File: config.mk
export PLATFORM = sky130hd
export DESIGN_NAME = read_block
export DESIGN_NICKNAME = d
export VERILOG_FILES = /design/src/rtl/read_block.sv
export SDC_FILE = /design/constraint.sdc
export NUM_CORES = 1
export LEC_CHECK = 0
export ABC_AREA = 1
export CAP_MARGIN = 15
export CORE_AREA = 2 2 208 210
export DETAILED_ROUTE_END_ITERATION = 10
export DIE_AREA = 0 0 210 212
export GPL_TIMING_DRIVEN = 0
export SLEW_MARGIN = 20
export SYNTH_ARGS = -nofsm -noshare
export SYNTH_HDL_FRONTEND = slang
export SYNTH_SLANG_ARGS = --single-unit
File: constraint.sdc
create_clock -name clk -period 8.4 [get_ports clk]
set_input_delay 1.68 -clock clk [delete_from_list [all_inputs] [get_ports clk]]
set_output_delay 1.68 -clock clk [all_outputs]
set_load 0.02 [all_outputs]
File: src/rtl/read_block.sv
// DMA read-side engine: fetches an unaligned byte region with aligned word reads
// and repacks it into a lane-0-aligned, strobed valid/ready output stream.
module read_block #(
  parameter int ADDR_W = 32,
  parameter int LEN_W  = 5
) (
  input  logic              clk,
  input  logic              rst,
  input  logic              trigger,
  input  logic [LEN_W-1:0]  length,
  input  logic [ADDR_W-1:0] address,
  output logic              mem_rd_en,
  output logic [ADDR_W-1:0] mem_rd_addr,
  input  logic [31:0]       mem_rd_data,
  output logic [31:0]       out_data,
  output logic [3:0]        out_strb,
  output logic              out_valid,
  input  logic              out_ready,
  output logic              busy,
  output logic              done
);

  localparam int NW_W = LEN_W + 1;

  typedef enum logic [2:0] {
    IDLE,
    ISSUE,
    CAPTURE,
    EMIT,
    DONE
  } state_t;

  state_t            state_q, state_d;
  logic [ADDR_W-1:0] curr_q, curr_d;
  logic [NW_W-1:0]   nwords_q, nwords_d;
  logic [LEN_W-1:0]  rem_q, rem_d;
  logic [1:0]        off_q, off_d;
  logic              first_q, first_d;
  logic [2:0]        cnt_q, cnt_d;
  logic [63:0]       buf_q, buf_d;

  logic [LEN_W+1:0]  span;
  logic [NW_W-1:0]   newWords;
  logic [1:0]        startLane;
  logic [2:0]        availBytes;
  logic [2:0]        takeBytes;
  logic [2:0]        shiftBytes;
  logic [63:0]       capWord;
  logic [63:0]       capMask;
  logic [63:0]       capBuf;

  // Word count covering [address, address+length) depends only on the start
  // offset within the first word, so no wide address arithmetic is needed.
  always_comb begin
    span     = (LEN_W+2)'(length) + (LEN_W+2)'(address[1:0]) + (LEN_W+2)'(3);
    newWords = NW_W'(span >> 2);
  end

  // Buffer bytes above cnt are kept zero, so new lanes can simply be OR-ed in.
  always_comb begin
    startLane  = first_q ? off_q : 2'd0;
    availBytes = 3'd4 - {1'b0, startLane};
    if (int'(rem_q) < int'(availBytes)) begin
      takeBytes = 3'(rem_q);
    end else begin
      takeBytes = availBytes;
    end
    capWord    = {32'd0, mem_rd_data >> {startLane, 3'b000}};
    capMask    = ~(64'hFFFF_FFFF_FFFF_FFFF << {takeBytes, 3'b000});
    capBuf     = buf_q | ((capWord & capMask) << {cnt_q, 3'b000});
    shiftBytes = (cnt_q >= 3'd4) ? 3'd4 : cnt_q;
  end

  always_ff @(posedge clk or posedge rst) begin
    if (rst) begin
      state_q  <= IDLE;
      curr_q   <= '0;
      nwords_q <= '0;
      rem_q    <= '0;
      off_q    <= '0;
      first_q  <= 1'b0;
      cnt_q    <= '0;
      buf_q    <= '0;
    end else begin
      state_q  <= state_d;
      curr_q   <= curr_d;
      nwords_q <= nwords_d;
      rem_q    <= rem_d;
      off_q    <= off_d;
      first_q  <= first_d;
      cnt_q    <= cnt_d;
      buf_q    <= buf_d;
    end
  end

  always_comb begin
    state_d     = state_q;
    curr_d      = curr_q;
    nwords_d    = nwords_q;
    rem_d       = rem_q;
    off_d       = off_q;
    first_d     = first_q;
    cnt_d       = cnt_q;
    buf_d       = buf_q;
    mem_rd_en   = 1'b0;
    mem_rd_addr = '0;
    out_valid   = 1'b0;
    out_data    = '0;
    out_strb    = '0;
    done        = 1'b0;
    busy        = (state_q != IDLE);

    case (state_q)
      IDLE: begin
        if (trigger) begin
          off_d    = address[1:0];
          rem_d    = length;
          curr_d   = {address[ADDR_W-1:2], 2'b00};
          nwords_d = newWords;
          first_d  = 1'b1;
          cnt_d    = '0;
          buf_d    = '0;
          state_d  = (length == '0) ? DONE : ISSUE;
        end
      end

      ISSUE: begin
        mem_rd_en   = 1'b1;
        mem_rd_addr = curr_q;
        curr_d      = curr_q + ADDR_W'(4);
        nwords_d    = nwords_q - NW_W'(1);
        state_d     = CAPTURE;
      end

      CAPTURE: begin
        buf_d   = capBuf;
        cnt_d   = cnt_q + takeBytes;
        rem_d   = rem_q - LEN_W'(takeBytes);
        first_d = 1'b0;
        if ((cnt_d >= 3'd4) || (nwords_q == '0)) begin
          state_d = EMIT;
        end else begin
          state_d = ISSUE;
        end
      end

      // Another read is only issued once cnt has dropped to 3 or less.
      EMIT: begin
        out_valid = 1'b1;
        out_data  = buf_q[31:0];
        out_strb  = (cnt_q >= 3'd4) ? 4'b1111 : ((4'd1 << cnt_q) - 4'd1);
        if (out_ready) begin
          buf_d = buf_q >> {shiftBytes, 3'b000};
          cnt_d = cnt_q - shiftBytes;
          if (nwords_q != '0) begin
            state_d = ISSUE;
          end else if (cnt_d != '0) begin
            state_d = EMIT;
          end else begin
            state_d = DONE;
          end
        end
      end

      DONE: begin
        done    = 1'b1;
        state_d = IDLE;
      end

      default: begin
        state_d = IDLE;
      end
    endcase
  end

endmodule

# Yosys cells after proc, flatten, opt, wreduce, memory -nomap -nowiden
# Index checks and enable logic that the tools add are counted.
# Widths: inputs -> output; s select.
[classes] add_sub_neg=9 n_lt_le_gt_ge=3 n_eq_ne=6 shift=5 n_mux=31 bitwise=3 n_reduce_logical=15
[op_table] operator="$pmux 64 s3" n=1
[op_table] operator="$mux 64" n=2
[op_table] operator="$mux 32" n=3
[op_table] operator="$and 32x64->64" n=1
[op_table] operator="$not 64->64" n=1
[op_table] operator="$or 64x64->64" n=1
[op_table] operator="$pmux 32 s2" n=1
[op_table] operator="$shl 64x6->64" n=1
[op_table] operator="$shl 64x6->64 const A" n=1
[op_table] operator="$shr 64x6->64" n=1
[op_table] operator="$add 32x3->32 const B" n=1
[op_table] operator="$shr 32x5->32" n=1
[op_table] operator="$mux 3" n=9
[op_table] operator="$pmux 3 s4" n=1
[op_table] operator="$pmux 6 s2" n=1
[op_table] operator="$pmux 5 s2" n=1
[op_table] operator="$pmux 3 s3" n=1
[op_table] operator="$reduce_bool 3->1" n=3
[op_table] operator="$mux 4" n=2
[op_table] operator="$reduce_and 2->1" n=4
[op_table] operator="$add 6x2->7 const B" n=1
[op_table] operator="$add 5x2->6" n=1
[op_table] operator="$eq 3x2->1 const B" n=2
[op_table] operator="$ge 3x3->1 const B" n=2
[op_table] operator="23 further kinds" n=29
[word_totals] regBits=116 inputBits=73 out_inout_bits=72 word_cells=80

# Longest topological paths before layout
# Gate-level depths: netlist of run 1.
[depth] depth_word=10 depth_mapped=24 depth_no_buf=22

# Worst setup path before layout of run 1
# Ideal clock, no wire load.
[synth_path] path_type="reg2out" from="reg cnt_q[1]" to="out out_strb[2]" t_arrival_ns=1.921 t_required_ns=6.720 slack_ns=4.799 path_stages_with_launch=9 path_buffers=2 path_cell_list="dfrtp_1 buf_2 nor2_2 clkbuf_1 nand2_1 ha_1 inv_1 o21ai_0 a31oi_1"
[synth_via] elab_chain_cells=4 word_cells_on_any_way=5 cone_classes="add/sub: 1; order compare: 1; shift: 1; mux: 2"
[synth_rtl] item="start: declaration" line="39" text="logic [2:0] cnt_q, cnt_d;"
[synth_rtl] item="start signal: assignment" line="91" text="cnt_q <= cnt_d;"
[synth_rtl] item="$shl 1x3->4" line="151" text="out_strb = (cnt_q >= 3'd4) ? 4'b1111 : ((4'd1 << cnt_q) - 4'd1);"
[synth_rtl] item="$sub 4x1->4" line="151"
[synth_rtl] item="$mux 4 (*)" line="151"
[synth_rtl] item="$mux 4 (*)" line="113" text="case (state_q)"
[synth_rtl] item="end: declaration" line="16" text="output logic [3:0] out_strb,"
# Mark *: on every way between the ends. The rest lies on a longest branch, timed or not.

# Worst setup path after layout of run 1
[layout_path] from="reg state_q[1]" to="out out_data[27]"
[layout_via] elab_chain_cells=2
[layout_rtl] item="start: declaration" line="33" text="state_t state_q, state_d;"
[layout_rtl] item="start signal: assignment" line="85" text="state_q <= state_d;"
[layout_rtl] item="$eq 3x2->1" line="113"
[layout_rtl] item="$mux 32" line="113"
[layout_rtl] item="end: declaration" line="15" text="output logic [31:0] out_data,"
# Every way passes these cells.

==> results.json, run 1 <==
{
  "die_w_um": 210,
  "placementRows": 76,
  "total_power_mw": 5.75,
  "critPathLaunchType": "flip-flop",
  "fin_util": 0.302,
  "boundaryPins": 145,
  "r2r_slack_ns": 4.61,
  "finalNonFillerCells": 2314,
  "drt_first_iter_violations": 1362,
  "post_cts_resize_count": 0,
  "synth_top_area_frac": 0.283,
  "initial_utilization": 0.237,
  "p_sw_mw": 3.31,
  "register_area_um2": 2850,
  "finalWorstPathRequiredPeriod_ns": 5.42,
  "setup_viol_count_final": 0,
  "slew_viol_final": 0,
  "clock.fmax_ghz": 0.184,
  "fin_tns_setup_ns": 0,
  "critical_path.endpoint_type": "output pin",
  "drive_gt1_frac": 0.0696,
  "maxCapViolCount": 0,
  "cts.sinks": 114,
  "p_int_mw": 2.45,
  "max_slew_margin": 0.400,
  "status": "finished, final reports clean",
  "critPathMostFrequentCell": "nor2_1",
  "cp.arrival_ns": 3.74,
  "crit_buf_inv": 8,
  "hp-class": "flip-flop to flip-flop",
  "power_density_nw_per_um2": 448,
  "ant_nets": 0,
  "sw_frac_of_total": 0.575,
  "synthCells": 1591,
  "finalHoldViolCount": 0,
  "h-tree-depth": 4,
  "setup_ws_ns": 2.98,
  "cts_made_buffers": 17,
  "synth_edf_count": 0,
  "dp.cells": 2282,
  "nets": 1843,
  "critPathKind": "flip-flop to output pin",
  "synth_flop_cell": "dfrtp_1",
  "die_y_um": 212,
  "fillers": 4663,
  "pwr-share-comb": 0.695,
  "avgSynthCellArea_um2": 6.33,
  "placed_area_um2": 12200,
  "drc_errors": 0,
  "yosysTopAreaCell": "dfrtp_1",
  "finClkSkew_ns": 0.0117,
  "dr_total_vias": 12300,
  "preCtsSetupSlack_ns": 3.53,
  "leakage_nw": 5.73,
  "first_global_vias": 12100,
  "diodes": 0,
  "clockPowerShare": 0.142,
  "cts_buffer_depth": 2,
  "grt_pass1_wl_mm": 70.8,
  "firstDrtPassIters": 5,
  "cts_setup_buffers": 0,
  "ys_seq_elements": 114,
  "worstMarginPinSlew_ns": 0.900,
  "overflow": 0,
  "dieArea_um2": 44500,
  "final_area_um2": 12900,
  "ys_warn_count": 0,
  "grt_max_degree": 92,
  "portBuffers": 142,
  "core_um2": 42500,
  "cp_cell_sequence": "inv_1 -> nor2_1 -> inv_1 -> nor2_1 -> buf_4 -> inv_2 -> buf_2 -> clkbuf_1 -> buf_1 -> nor2_1 -> clkdlybuf4s50_1",
  "cts_hold_buf": 0,
  "rsz0062_at_grt": "no",
  "clk_pin_slew_ns": 0.06,
  "clk_latency_ns": 0.45,
  "hpwl_mm": 36.0,
  "ir_drop_uv": 192,
  "wl_mm": 46.7,
  "crit_required_ns": 6.72,
  "period_share": 0.645,
  "yosys-top-cells-area": "dfrtp_1, nand2_1, o21ai_0",
  "antenna_found_initial": 3,
  "cp_slowest_cell": "clkbuf_1",
  "hold_slack_ns": 0.472,
  "tritoncts": "yes",
  "routedWlPerCell_um": 20.2,
  "netlist_area_um2": 10100,
  "seqPwrFrac": 0.163,
  "ys_seq_area_frac": 0.283,
  "multi_input_area_um2": 6060,
  "synthDistinctLibCells": 56,
  "ctsRootBufferMaster": "clkbuf_16",
  "gp_congestion": 1.04,
  "vias_per_cell": 5.33,
  "syn2layout_area_growth_pct": 27.6,
  "crit_family": "buffers and inverters",
  "crit_fanout": 10,
  "groute.usage.overall": 0.210,
  "slowest_delay_ns": 0.72,
  "postSynth.asyncResetShare": 1.00
}
placed cells by master (no fill, tap or decap), types with 28 or more instances in the layout:
| cell type | instances |
|---|---|
| a21oi_1 | 51 |
| a22oi_1 | 28 |
| clkbuf_1 | 60 |
| clkdlybuf4s50_1 | 142 |
| dfrtp_1 | 114 |
| inv_1 | 180 |
| nand2_1 | 438 |
| nand3_1 | 123 |
| nor2_1 | 131 |
| o21ai_0 | 178 |
worst register-to-register path, delay by kind of cell, from the launching register on:
family | cells | cell delay [ns]
and+or+nand+nor | 7 | 1.17
DFF | 1 | 0.43
AOI/OAI and AO/OA | 1 | 0.22
adders and majority gates | 4 | 1.05
xor gates and xnor gates | 2 | 0.37
buffers and inverters | 2 | 0.49
routing by layer:
layer / up-vias / share of wire / track usage
met1: 5848 / 0.40 / 0.258
met5: - / 0.00032 / 0
met2: 707 / 0.46 / 0.349
li1: 5654 / - / -
met3: 124 / 0.083 / 0.0408
met4: 2 / 0.051 / 0.110
state kept, by name, summed over array words and instances (netlist names):
register and flops:
nwords_q 6, rem_q 5, state_q 3, first_q 1, cnt_q 3, buf_q 64
curr_q 30, off_q 2
cell type report:
| type | count | share of cell area |
|---|---|---|
| multi-input combinational | 1189 | 0.471 |
| clock inverter | 12 | 0.0140 |
| clock buffer | 20 | 0.0355 |
| buffer | 102 | 0.0357 |
| inverter | 188 | 0.0556 |
| tap | 546 | 0.0532 |
| timing repair buffer | 143 | 0.113 |
| sequential | 114 | 0.222 |
cells in the mapped netlist, types with 5 or more instances:
cell / count
o311ai_0: 7
nor2_4: 5
o31ai_1: 6
nor2_2: 7
a221oi_1: 5
a2111oi_0: 5
o22ai_1: 24
nand3_1: 123
a22oi_1: 28
dfrtp_1: 114
buf_1: 10
o21ai_0: 178
buf_2: 24
ha_1: 13
a32oi_1: 18
a31oi_1: 7
o211ai_1: 21
o21ai_1: 21
nand2_1: 438
a21oi_1: 51
o221ai_1: 6
nor3_1: 16
inv_1: 181
o211ai_2: 8
clkbuf_1: 59
nand2_2: 7
nand3_2: 13
nand4_1: 8
nor2_1: 131
power by group through the flow:
| stage | Combinational (mW) | Clock [mW] | Sequential (mW) |
|---|---|---|---|
| after global placement | 3.86 | 0 | 0.937 |
| after detailed placement | 3.89 | 0 | 0.940 |
| after global routing | 4.34 | 0.850 | 0.965 |
| after floorplan | 2.55 | 0 | 0.889 |
| final | 4.00 | 0.816 | 0.939 |
| after CTS | 3.91 | 0.822 | 0.935 |
cells by family after synthesis:
family,after synthesis,share of synthesized area
and+or+nand+nor,762,0.331
AOI/OAI and AO/OA,402,0.244
buffers and inverters,290,0.116
DFF,114,0.283
adders and majority gates,15,0.0201
xor gates and xnor gates,6,0.00522
other,2,0.000746
path summary, 6_finish.rpt:
kind / endpoint / cells after the start / from
worst max register to register: state_q[1]$_DFFE_PP0P_ / 16 / first_q$_DFFE_PP0P_
worst max-delay path: out_data[27] / 11 / state_q[1]$_DFFE_PP0P_
min in group asynchronous: curr_q[9]$_DFFE_PP0P_ / 2 / rst
worst min-delay path: nwords_q[5]$_DFFE_PP0P_ / 1 / nwords_q[5]$_DFFE_PP0P_
worst min register to register: nwords_q[5]$_DFFE_PP0P_ / 1 / nwords_q[5]$_DFFE_PP0P_
max in group asynchronous: buf_q[6]$_DFFE_PP0P_ / 3 / rst
Power figures use the tool's default switching activity.
==> run 2, diff against run 1 <==
Clock period 8.4 ns to 4.3 ns, I/O delays scaled along.
==> run 2 against run 1 <==
Compared with the run above: routed wire length about the same; flip-flop and latch count unchanged; count of clock-buffer cells in the layout unchanged; clock skew down 0.0028 ns; power up 95%; non-clock buffer count unchanged; via count down 0.32%; register-to-register slack worse by 4.1 ns; final cell count unchanged; critical path type unchanged; largest cell class unchanged; highest routed layer unchanged.
==> results.json, run 2 (same netlist as run 1, synthesis figures left out) <==
{
  "routedWlPerCell_um": 20.2,
  "crit_family": "buffers and inverters",
  "cp_cell_sequence": "nor2_1 -> inv_1 -> nor2_1 -> buf_4 -> inv_2 -> buf_2 -> clkbuf_2 -> clkbuf_2 -> nor2_1 -> clkdlybuf4s50_1",
  "critical_path.endpoint_type": "output pin",
  "core_um2": 42500,
  "critPathMostFrequentCell": "nor2_1",
  "leakage_nw": 5.75,
  "grt_max_degree": 92,
  "firstDrtPassIters": 8,
  "rsz0062_at_grt": "no",
  "worstMarginPinSlew_ns": 0.890,
  "fillers": 4659,
  "finalNonFillerCells": 2314,
  "vias_per_cell": 5.31,
  "overflow": 0,
  "gp_congestion": 1.04,
  "largest_register": "buf_q",
  "finalHoldViolCount": 0,
  "first_global_vias": 12100,
  "final_common_cell": "nand2_1",
  "die_w_um": 210,
  "clk_latency_ns": 0.45,
  "dp.cells": 2282,
  "ir_drop_uv": 375,
  "max_slew_margin": 0.407,
  "slowest_delay_ns": 0.65,
  "crit_required_ns": 3.44,
  "dr_total_vias": 12300,
  "p_int_mw": 4.79,
  "ctsRootBufferMaster": "clkbuf_16",
  "ant_nets": 0,
  "clockPowerShare": 0.141,
  "diodes": 0,
  "hp-class": "flip-flop to flip-flop",
  "hpwl_mm": 36.0,
  "clk_pin_slew_ns": 0.06,
  "pwr-share-comb": 0.695,
  "fin_util": 0.303,
  "wl_mm": 46.7,
  "largestRegisters": "buf_q: 64 flops, curr_q: 30 flops, nwords_q: 6 flops",
  "dieArea_um2": 44500,
  "finalWorstPathRequiredPeriod_ns": 4.14,
  "slew_viol_final": 0,
  "cp_slowest_cell": "clkdlybuf4s50_1",
  "portBuffers": 142,
  "drive_gt1_frac": 0.0724,
  "drt_first_iter_violations": 1340,
  "cts_buffer_depth": 2,
  "cts.sinks": 114,
  "p_sw_mw": 6.47,
  "setup_ws_ns": 0.158,
  "power_density_nw_per_um2": 875,
  "cp.arrival_ns": 3.28,
  "die_y_um": 212,
  "clock.fmax_ghz": 0.241,
  "period_share": 0.963,
  "setup_viol_count_final": 0,
  "final_cell_mix": "nand2_1, inv_1, o21ai_0, clkdlybuf4s50_1, nor2_1",
  "h-tree-depth": 4,
  "antenna_found_initial": 3,
  "preCtsSetupSlack_ns": 0.253,
  "placementRows": 76,
  "status": "finished, final reports clean",
  "groute.usage.overall": 0.210,
  "boundaryPins": 145,
  "critPathKind": "flip-flop to output pin",
  "sw_frac_of_total": 0.575,
  "largest_reg_flops": 64,
  "maxCapViolCount": 0,
  "grt_pass1_wl_mm": 70.8,
  "cts_setup_buffers": 0,
  "cts_made_buffers": 17,
  "drc_errors": 0,
  "nets": 1843,
  "fin_tns_setup_ns": 0,
  "tritoncts": "yes",
  "crit_buf_inv": 7,
  "finClkSkew_ns": 0.00898,
  "seqPwrFrac": 0.163,
  "critPathLaunchType": "flip-flop",
  "crit_fanout": 10,
  "initial_utilization": 0.237,
  "syn2layout_area_growth_pct": 27.8,
  "total_power_mw": 11.3
}
## run 2: worst register-to-register path, delay by kind of cell (launching register included)
kind / cells / cell delay (ns)
AOI/OAI and AO/OA: 1 / 0.22
adders and majority gates: 4 / 1.05
buffers and inverters: 2 / 0.49
DFF: 1 / 0.43
xor gates and xnor gates: 2 / 0.37
and+or+nand+nor: 7 / 1.17
## run 2: layout make-up
class                   instances  area [um2]  share of cell area
well taps                     546         683              0.0531
inverters                     188         714              0.0555
repair buffers                143        1450               0.113
clock buffers                  20         457              0.0355
plain buffers                 102         465              0.0362
flip-flops and latches        114        2850               0.222
multi-input cells            1189        6060               0.471
clock inverters                12         180              0.0140
## run 2: per-stage QoR
stage                     hold WS [ns]  area [um2]
after detailed placement         0.465       12200
after global placement           0.456       12200
after CTS                        0.473       12900
final                            0.472       12900
after floorplan                  0.442       10100
after global routing             0.479       12900
## run 2: worst paths after layout
| kind | startpoint | end | slack [ns] | depth (start not counted) |
|---|---|---|---|---|
| max | state_q[2]$_DFFE_PP0P_ | out_data[27] | 0.16 | 10 |
| min reg2reg | nwords_q[5]$_DFFE_PP0P_ | nwords_q[5]$_DFFE_PP0P_ | 0.47 | 1 |
| max reg2reg | first_q$_DFFE_PP0P_ | state_q[1]$_DFFE_PP0P_ | 0.51 | 16 |
| min in group asynchronous | rst | curr_q[9]$_DFFE_PP0P_ | 0.77 | 2 |
| max in group asynchronous | rst | buf_q[5]$_DFFE_PP0P_ | 2.74 | 3 |
| min | nwords_q[5]$_DFFE_PP0P_ | nwords_q[5]$_DFFE_PP0P_ | 0.47 | 1 |
## run 2: repair_timing
action	CTS	global route
cloned	0	0
hold buffers	0	0
pin swaps	0	0
resized for setup	2	6
endpoints found under the setup margin	32	30
## run 2: power by group through the flow
stage | Sequential, mW | Combinational [mW] | Clock [mW]
floorplan | 1.74 | 4.98 | 0
global placement | 1.83 | 7.55 | 0
CTS | 1.83 | 7.64 | 1.61
finish | 1.84 | 7.82 | 1.59
detailed placement | 1.84 | 7.60 | 0
global route | 1.88 | 8.48 | 1.66
## run 2: routing by layer
| layer | part of all wire | track usage |
|---|---|---|
| met5 | 0.00032 | 0 |
| met4 | 0.050 | 0.110 |
| met3 | 0.088 | 0.0408 |
| met2 | 0.46 | 0.349 |
| met1 | 0.40 | 0.258 |
